`src/rtl/ws2812b_tx_ctrl.sv`:
```
// WS2812B chain sequencer: pulls 24-bit GRB pixels from a valid/ready stream,
// drives the pixel shift buffer strobes and encodes its serial bit onto dout.
module ws2812b_tx_ctrl #(
  parameter int T_BIT   = 50,
  parameter int T0H     = 16,
  parameter int T1H     = 32,
  parameter int T_RESET = 2400
) (
  input  logic        scl,
  input  logic        reset_n,
  input  logic [23:0] pixel_data,
  input  logic        pixel_valid,
  input  logic        pixel_last,
  output logic        pixel_ready,
  output logic [23:0] buf_data,
  output logic        buf_load,
  output logic        buf_shift,
  output logic        buf_valid,
  input  logic        buf_data_out,
  input  logic        buf_tx_en,
  output logic        dout,
  output logic        busy,
  output logic        underrun
);

  localparam int PW = $clog2(T_BIT);
  localparam int RW = $clog2(T_RESET + 1);
  localparam logic [PW-1:0] PHASE_END = PW'(T_BIT - 1);
  localparam logic [PW-1:0] T0H_C     = PW'(T0H);
  localparam logic [PW-1:0] T1H_C     = PW'(T1H);
  localparam logic [RW-1:0] LATCH_END = RW'(T_RESET - 1);

  typedef enum logic [1:0] {
    ST_IDLE  = 2'd0,
    ST_BIT   = 2'd1,
    ST_LATCH = 2'd2
  } state_t;

  state_t        state, state_nx;
  logic [PW-1:0] phase, phase_nx;
  logic [4:0]    bit_cnt, bit_cnt_nx;
  logic [RW-1:0] rst_cnt, rst_cnt_nx;
  logic          cur_bit, cur_bit_nx;
  logic          last_r, last_nx;
  logic          underrun_r, underrun_nx;
  logic          dout_r, dout_nx;
  logic          accept;
  logic          tx_bit;

  // Handshake: a pixel transfers on a rising scl edge where pixel_valid and
  // pixel_ready are both high; the source holds data/last stable until then.
  always_comb begin
    state_nx    = state;
    phase_nx    = phase;
    bit_cnt_nx  = bit_cnt;
    rst_cnt_nx  = rst_cnt;
    cur_bit_nx  = cur_bit;
    last_nx     = last_r;
    underrun_nx = underrun_r;
    dout_nx     = 1'b0;
    pixel_ready = 1'b0;
    buf_load    = 1'b0;
    buf_shift   = 1'b0;
    buf_valid   = 1'b0;
    buf_data    = '0;
    accept      = 1'b0;
    tx_bit      = cur_bit;

    case (state)
      ST_IDLE: begin
        pixel_ready = 1'b1;
        accept      = pixel_valid;
      end
      ST_BIT: begin
        // The buffer's bit is only settled at phase 0, so use it directly then.
        if (phase == '0) begin
          tx_bit     = buf_data_out;
          cur_bit_nx = buf_data_out;
        end
        dout_nx = buf_tx_en && (phase < (tx_bit ? T1H_C : T0H_C));
        if (phase != PHASE_END) begin
          phase_nx = phase + 1'b1;
        end else if (bit_cnt != 5'd23) begin
          buf_shift  = 1'b1;
          phase_nx   = '0;
          bit_cnt_nx = bit_cnt + 1'b1;
        end else if (!last_r && pixel_valid) begin
          pixel_ready = 1'b1;
          accept      = 1'b1;
        end else begin
          // Loading an invalid empty word drops the buffer's tx enable.
          buf_load    = 1'b1;
          underrun_nx = underrun_r | ~last_r;
          rst_cnt_nx  = '0;
          state_nx    = ST_LATCH;
        end
      end
      ST_LATCH: begin
        if (rst_cnt == LATCH_END) state_nx = ST_IDLE;
        else                      rst_cnt_nx = rst_cnt + 1'b1;
      end
      default: state_nx = ST_IDLE;
    endcase

    if (accept) begin
      buf_load    = 1'b1;
      buf_valid   = 1'b1;
      buf_data    = pixel_data;
      last_nx     = pixel_last;
      underrun_nx = 1'b0;
      phase_nx    = '0;
      bit_cnt_nx  = '0;
      state_nx    = ST_BIT;
    end

    if (!reset_n) begin
      pixel_ready = 1'b0;
      buf_load    = 1'b0;
      buf_shift   = 1'b0;
      buf_valid   = 1'b0;
      buf_data    = '0;
    end
  end

  always_ff @(posedge scl) begin
    if (!reset_n) begin
      state      <= ST_IDLE;
      phase      <= '0;
      bit_cnt    <= '0;
      rst_cnt    <= '0;
      cur_bit    <= 1'b0;
      last_r     <= 1'b0;
      underrun_r <= 1'b0;
      dout_r     <= 1'b0;
    end else begin
      state      <= state_nx;
      phase      <= phase_nx;
      bit_cnt    <= bit_cnt_nx;
      rst_cnt    <= rst_cnt_nx;
      cur_bit    <= cur_bit_nx;
      last_r     <= last_nx;
      underrun_r <= underrun_nx;
      dout_r     <= dout_nx;
    end
  end

  assign dout     = dout_r;
  assign busy     = (state != ST_IDLE);
  assign underrun = underrun_r;

endmodule

```
`config.mk`:
```
export PLATFORM = sky130hd
export DESIGN_NAME = ws2812b_tx_ctrl
export DESIGN_NICKNAME = d
export VERILOG_FILES = /design/src/rtl/ws2812b_tx_ctrl.sv
export SDC_FILE = /design/constraint.sdc
export NUM_CORES = 1
export LEC_CHECK = 0
export BUFFER_PORTS_ARGS = -buffer_cell sky130_fd_sc_hd__buf_2
export CAP_MARGIN = 20
export CORE_MARGIN = 5
export CORE_UTILIZATION = 53
export CTS_CLUSTER_SIZE = 10
export DETAILED_ROUTE_END_ITERATION = 10
export GPL_ROUTABILITY_DRIVEN = 0
export PLACE_DENSITY = 0.85
export SYNTH_ARGS = -nofsm -noshare
export SYNTH_HDL_FRONTEND = slang
export SYNTH_SLANG_ARGS = --single-unit
export TNS_END_PERCENT = 50
```
`constraint.sdc`:
```
create_clock -name scl -period 4.4 [get_ports scl]
set_input_delay 0.88 -clock scl [delete_from_list [all_inputs] [get_ports scl]]
set_output_delay 0.88 -clock scl [all_outputs]
set_load 0.02 [all_outputs]
```
Word-level counts from Yosys, hierarchy flattened

Cells that the tools add are included.

Bits in writable memories: 0
Bits of input ports: 30
Register bits: 29
Memories kept: 0
ROM bits: 0
Output and inout port bits: 31
Latch bits: 0

Multiplexer cells: 36
$add $sub $neg: 3
Equality and inequality tests: 15
Multipliers: 0
Shift operators: 0
Divide/modulo/power cells: 0
Reductions and logical operators: 16
$lt $le $gt $ge: 1
Bitwise logic cells: 7

Operators by type and width:

| operator                | number |
|---|---|
| $mux W12                | 4 |
| $mux W24                | 2 |
| $pmux W12 S2            | 1 |
| $mux W1                 | 19 |
| $mux W6                 | 3 |
| $reduce_and A5 Y1       | 3 |
| $add A12 B1 Y12 const B | 1 |
| $eq A12 B12 Y1 const B  | 1 |
| $ne A2 B2 Y1 const B    | 6 |
| $ne A3 B3 Y1 const B    | 4 |
| $mux W2                 | 4 |
| $add A6 B1 Y6 const B   | 1 |
| $logic_not A6 Y1        | 1 |
| $lt A6 B6 Y1            | 1 |
| $ne A6 B6 Y1 const B    | 1 |
| $not A1 Y1              | 6 |
| $pmux W2 S3             | 1 |
| $reduce_bool A2 Y1      | 3 |
| $add A5 B1 Y5 const B   | 1 |
| $ne A5 B5 Y1 const B    | 1 |
| $pmux W1 S2             | 2 |
| $reduce_and A2 Y1       | 2 |
| $reduce_and A4 Y1       | 1 |
| $reduce_and A3 Y1       | 1 |
| 7 further kinds         | 8 |

Longest topological paths before layout

Depth in word-level cells: 8
Depth in mapped cells: 8

Worst setup path after synthesis

No wires, ideal clock.

Path type: register to output
Start: register phase[0]
End: output port buf_data[14]
Data required time: 3.520 ns
Data arrival time: 1.820 ns
Setup slack: 1.700 ns
Stages on the path, launching flop included: 7
Path buffers: 1
Path through: dfxtp_1 -> ha_1 -> inv_1 -> o41a_1 -> nor3b_4 -> buf_4 -> and2_1

Word-level cells in the longest chain between the ends: 5

Ends and longest elaborated chain:

| item                     | RTL line | text |
|---|---|---|
| start: declaration       | 40       | `logic [PW-1:0] phase, phase_nx;` |
| start signal: assignment | 137      | `phase <= phase_nx;` |
| $ne A6 B6 Y1             | 81       | `if (phase != PHASE_END) begin` |
| $mux W1                  | 81       |  |
| $pmux W1 S2              | 69       | `case (state)` |
| $mux W24                 | 105      | `if (accept) begin` |
| $mux W24                 | 116      | `if (!reset_n) begin` |
| end: declaration         | 15       | `output logic [23:0] buf_data,` |

No other way between the ends.

Worst setup path after layout

Start: register phase[0]
End: output port buf_data[12]

The elaborated chain is that of the path after synthesis.

==> flow_metrics.env <==
export IMPL_path_cells="ha_1, inv_1, o41a_1, nor3b_4, and2_1, buf_2"
export IMPL_max_freq_mhz=293
export IMPL_h_tree_depth=2
export IMPL_synth_edf_count=0
export IMPL_cts_sinks=29
export IMPL_start_util=0.555
export IMPL_startpoint="phase[0]$_SDFFE_PP0P_"
export IMPL_track_usage=0.196
export IMPL_syn_inst=201
export IMPL_crit_arrival_ns=2.53
export IMPL_remaining_drc_errors=0
export IMPL_postRouteAntennaNets=0
export IMPL_port_buffers=60
export IMPL_root_buffer="clkbuf_4"
export IMPL_cts_resized_gates=0
export IMPL_power_leakage_nw=0.892
export IMPL_viasPerCell=5.46
export IMPL_numCtsBuffers=5
export IMPL_synth_area_sq_um=1700
export IMPL_status="complete, no violations"
export IMPL_fin_nets=297
export IMPL_p_comb_frac=0.145
export IMPL_total_power_w=0.000481
export IMPL_critPathMaxFanout=25
export IMPL_antenna_cells=0
export IMPL_area_delta_synth_final_pct=21.5
export IMPL_worst_endpoint_required_ns=3.52
export IMPL_ys_flop_type="dfxtp_1"
export IMPL_synth_nets=237
export IMPL_crit_path_top_delay_cell="nor3b_4"
export IMPL_io_pins=61
export IMPL_dieArea_sq_um=4430
export IMPL_holdBufCountCts=0
export IMPL_slew_headroom=0.410
export IMPL_rows=20
export IMPL_finalCoreUtilization=0.675
export IMPL_drive_gt1_frac=0.273
export IMPL_rsz0062_at_grt="no"
export IMPL_ys_warn_count=0
export IMPL_whs_ns=0.471
export IMPL_via_count=1659
export IMPL_worstSetupStartpointType="flop"
export IMPL_min_from="underrun$_SDFFE_PP0P_"
export IMPL_routedWlPerCell_um=12.8
export IMPL_min_path_cells=2
export IMPL_first_pass_iters=4
export IMPL_antenna_found_initial=0
export IMPL_die_w_um=66.6
export IMPL_holdPathEnd="underrun$_SDFFE_PP0P_"
export IMPL_grt_overflow=0
export IMPL_synth_cell_types=42
export IMPL_dieHeight_um=66.6
export IMPL_reg2reg_depth=5
export IMPL_tns_ns=0
export IMPL_core_sq_um=3050
export IMPL_hold_path_class="flop to flop"
export IMPL_synthArstFlopShare=0
export IMPL_critPathCaptureType="primary output"
export IMPL_ys_seq_area_frac=0.342
export IMPL_intPower_w=0.000350
export IMPL_clockBufferDepth=2
export IMPL_finalCritPeriodShare=0.775
export IMPL_cts_tree="built"
export IMPL_wl_um=3890
export IMPL_dp_hpwl_um=3060
export IMPL_power_share_switching=0.272
export IMPL_grt_pass1_wl_um=6850
export IMPL_setup_slack_ns=0.988
export IMPL_p_sw_w=0.000131
export IMPL_max_slew_worst_pin_slew_ns=0.879
export IMPL_drv_cap=0
export IMPL_dp_worst_setup_slack_ns=1.34
export IMPL_power_clock_fraction=0.292
export IMPL_path_clk_slew_ns=0.08
export IMPL_worstSetupPathType="flop to primary output"
export IMPL_regToRegSetupSlack_ns=2.07
export IMPL_r2r_end="phase[5]$_SDFFE_PP0P_"
export IMPL_max_stage_delay_ns=0.57
export IMPL_post_cts_buffers=0
export IMPL_power_density_nw_per_um2=233
export IMPL_reg2reg_from="phase[0]$_SDFFE_PP0P_"
export IMPL_grt_pass1_vias=1560
export IMPL_peakVddDrop_v=0.000133
export IMPL_hold_violations=0
export IMPL_clk_latency_ns=0.33
export IMPL_syn_avg_cell_area_sq_um=8.43
export IMPL_slew_violations=0
export IMPL_fin_worst_skew_ns=0.0106
export IMPL_period_needed_ns=3.41
export IMPL_ys_seq_elements=29
export IMPL_drt_iter0_drc=90
export IMPL_grt_max_degree=26
export IMPL_p_seq_frac=0.563
export IMPL_setup_viol=0
-- cell type report --
| type | count | area (sq um) |
|---|---|---|
| Timing Repair Buffer | 60 | 300 |
| Inverter | 5 | 18.8 |
| Multi-Input combinational cell | 160 | 1060 |
| Tap cell | 44 | 55.1 |
| Clock inverter | 1 | 5.00 |
| Clock buffer | 5 | 37.5 |
| Sequential cell | 29 | 581 |
| Fill cell | 286 | 993 |
-- how the worst max path moves through the flow --
stage,to
CTS,buf_data[12]
finish,buf_data[12]
floorplan,buf_data[14]
detailed placement,buf_data[12]
global route,buf_data[6]
global placement,buf_data[18]
-- Yosys cell counts, types with 2 or more instances --
| cell | count | share of area |
|---|---|---|
| a211oi_1 | 2 | 0.0089 |
| a21oi_1 | 15 | 0.044 |
| a311oi_1 | 2 | 0.010 |
| and2_1 | 26 | 0.096 |
| and3_1 | 2 | 0.0074 |
| and4_1 | 3 | 0.016 |
| and4b_1 | 3 | 0.018 |
| buf_2 | 3 | 0.0089 |
| clkbuf_1 | 3 | 0.0066 |
| dfxtp_1 | 29 | 0.34 |
| ha_1 | 6 | 0.044 |
| inv_1 | 5 | 0.011 |
| mux2i_1 | 5 | 0.030 |
| nand2_1 | 10 | 0.022 |
| nand2b_1 | 4 | 0.015 |
| nand3_1 | 10 | 0.030 |
| nand3b_1 | 2 | 0.0089 |
| nand4_1 | 3 | 0.011 |
| nand4b_1 | 3 | 0.016 |
| nor2_1 | 16 | 0.035 |
| nor2b_1 | 3 | 0.011 |
| nor3_1 | 7 | 0.021 |
| nor4_1 | 2 | 0.0074 |
| nor4bb_1 | 2 | 0.012 |
| o21ai_0 | 7 | 0.021 |
| o31ai_1 | 2 | 0.0089 |
| or2_2 | 2 | 0.0074 |
| or3_1 | 3 | 0.011 |
| or4_1 | 3 | 0.013 |
| xnor2_1 | 4 | 0.021 |
| xor2_1 | 3 | 0.016 |
-- power groups by stage --
stage	Sequential, W	Clock (W)	Combinational [W]
2_1_floorplan	0.000275	0	0.0000452
3_3_place_gp	0.000277	0	0.0000692
3_5_place_dp	0.000277	0	0.0000700
4_1_cts	0.000271	0.000146	0.0000702
5_1_grt	0.000272	0.000161	0.0000776
6_report	0.000271	0.000140	0.0000695
-- kinds of logic after synthesis --
kind of cell | Yosys count | synth area share
and+or+nand+nor | 106 | 0.384
AOI/OAI and AO/OA | 36 | 0.133
DFF | 29 | 0.342
buffers and inverters | 12 | 0.0310
xor gates and xnor gates | 7 | 0.0362
adders and majority gates | 6 | 0.0443
muxes | 5 | 0.0295
-- routing by layer --
metal | vias to the layer above | wire length (um) | share of wire | track usage
met1 | 742 | 1700 | 0.44 | 0.242
met2 | 69 | 1690 | 0.43 | 0.309
met5 | - | 0 | 0 | 0
li1 | 842 | - | - | -
met3 | 6 | 468 | 0.12 | 0.0691
met4 | 0 | 38 | 0.0098 | 0.0761
-- sequential cells by signal, summed over array words and instances (netlist names) --
name	cells
cur_bit	1
phase	6
rst_cnt	12
bit_cnt	5
last_r	1
underrun	1
state	2
dout	1
-- layout by cell type, fill, tap and decap left out, drive strengths merged, types with 3 or more instances in the layout --
cell    Yosys  final
dfxtp      29     29
or4         3      3
nor3        7      7
clkbuf      3      5
buf         4     60
nand4b      3      3
nand2b      4      4
a21oi      15     15
inv         5      5
nand2      10     10
and2       26     26
nand3      10     10
nand4       3      3
xor2        3      3
or3         3      3
nor2       16     16
and4        3      3
o21ai       8      8
and4b       3      3
xnor2       4      4
mux2i       5      5
ha          6      6
nor2b       3      3
-- worst max-delay path, delay by kind of cell, from the launching register on --
family                     cells  cell delay, ns
AOI/OAI and AO/OA              1            0.47
DFF                            1            0.46
buffers and inverters          2            0.23
adders and majority gates      1            0.27
and+or+nand+nor                2            0.78
-- stage by stage --
step                      cells  area [sq um]
after global routing        304          2060
after global placement      298          2020
after floorplan             201          1700
after CTS                   304          2060
after detailed placement    298          2020
final                       304          2060
Note: power is estimated with default switching activity, not from simulation.
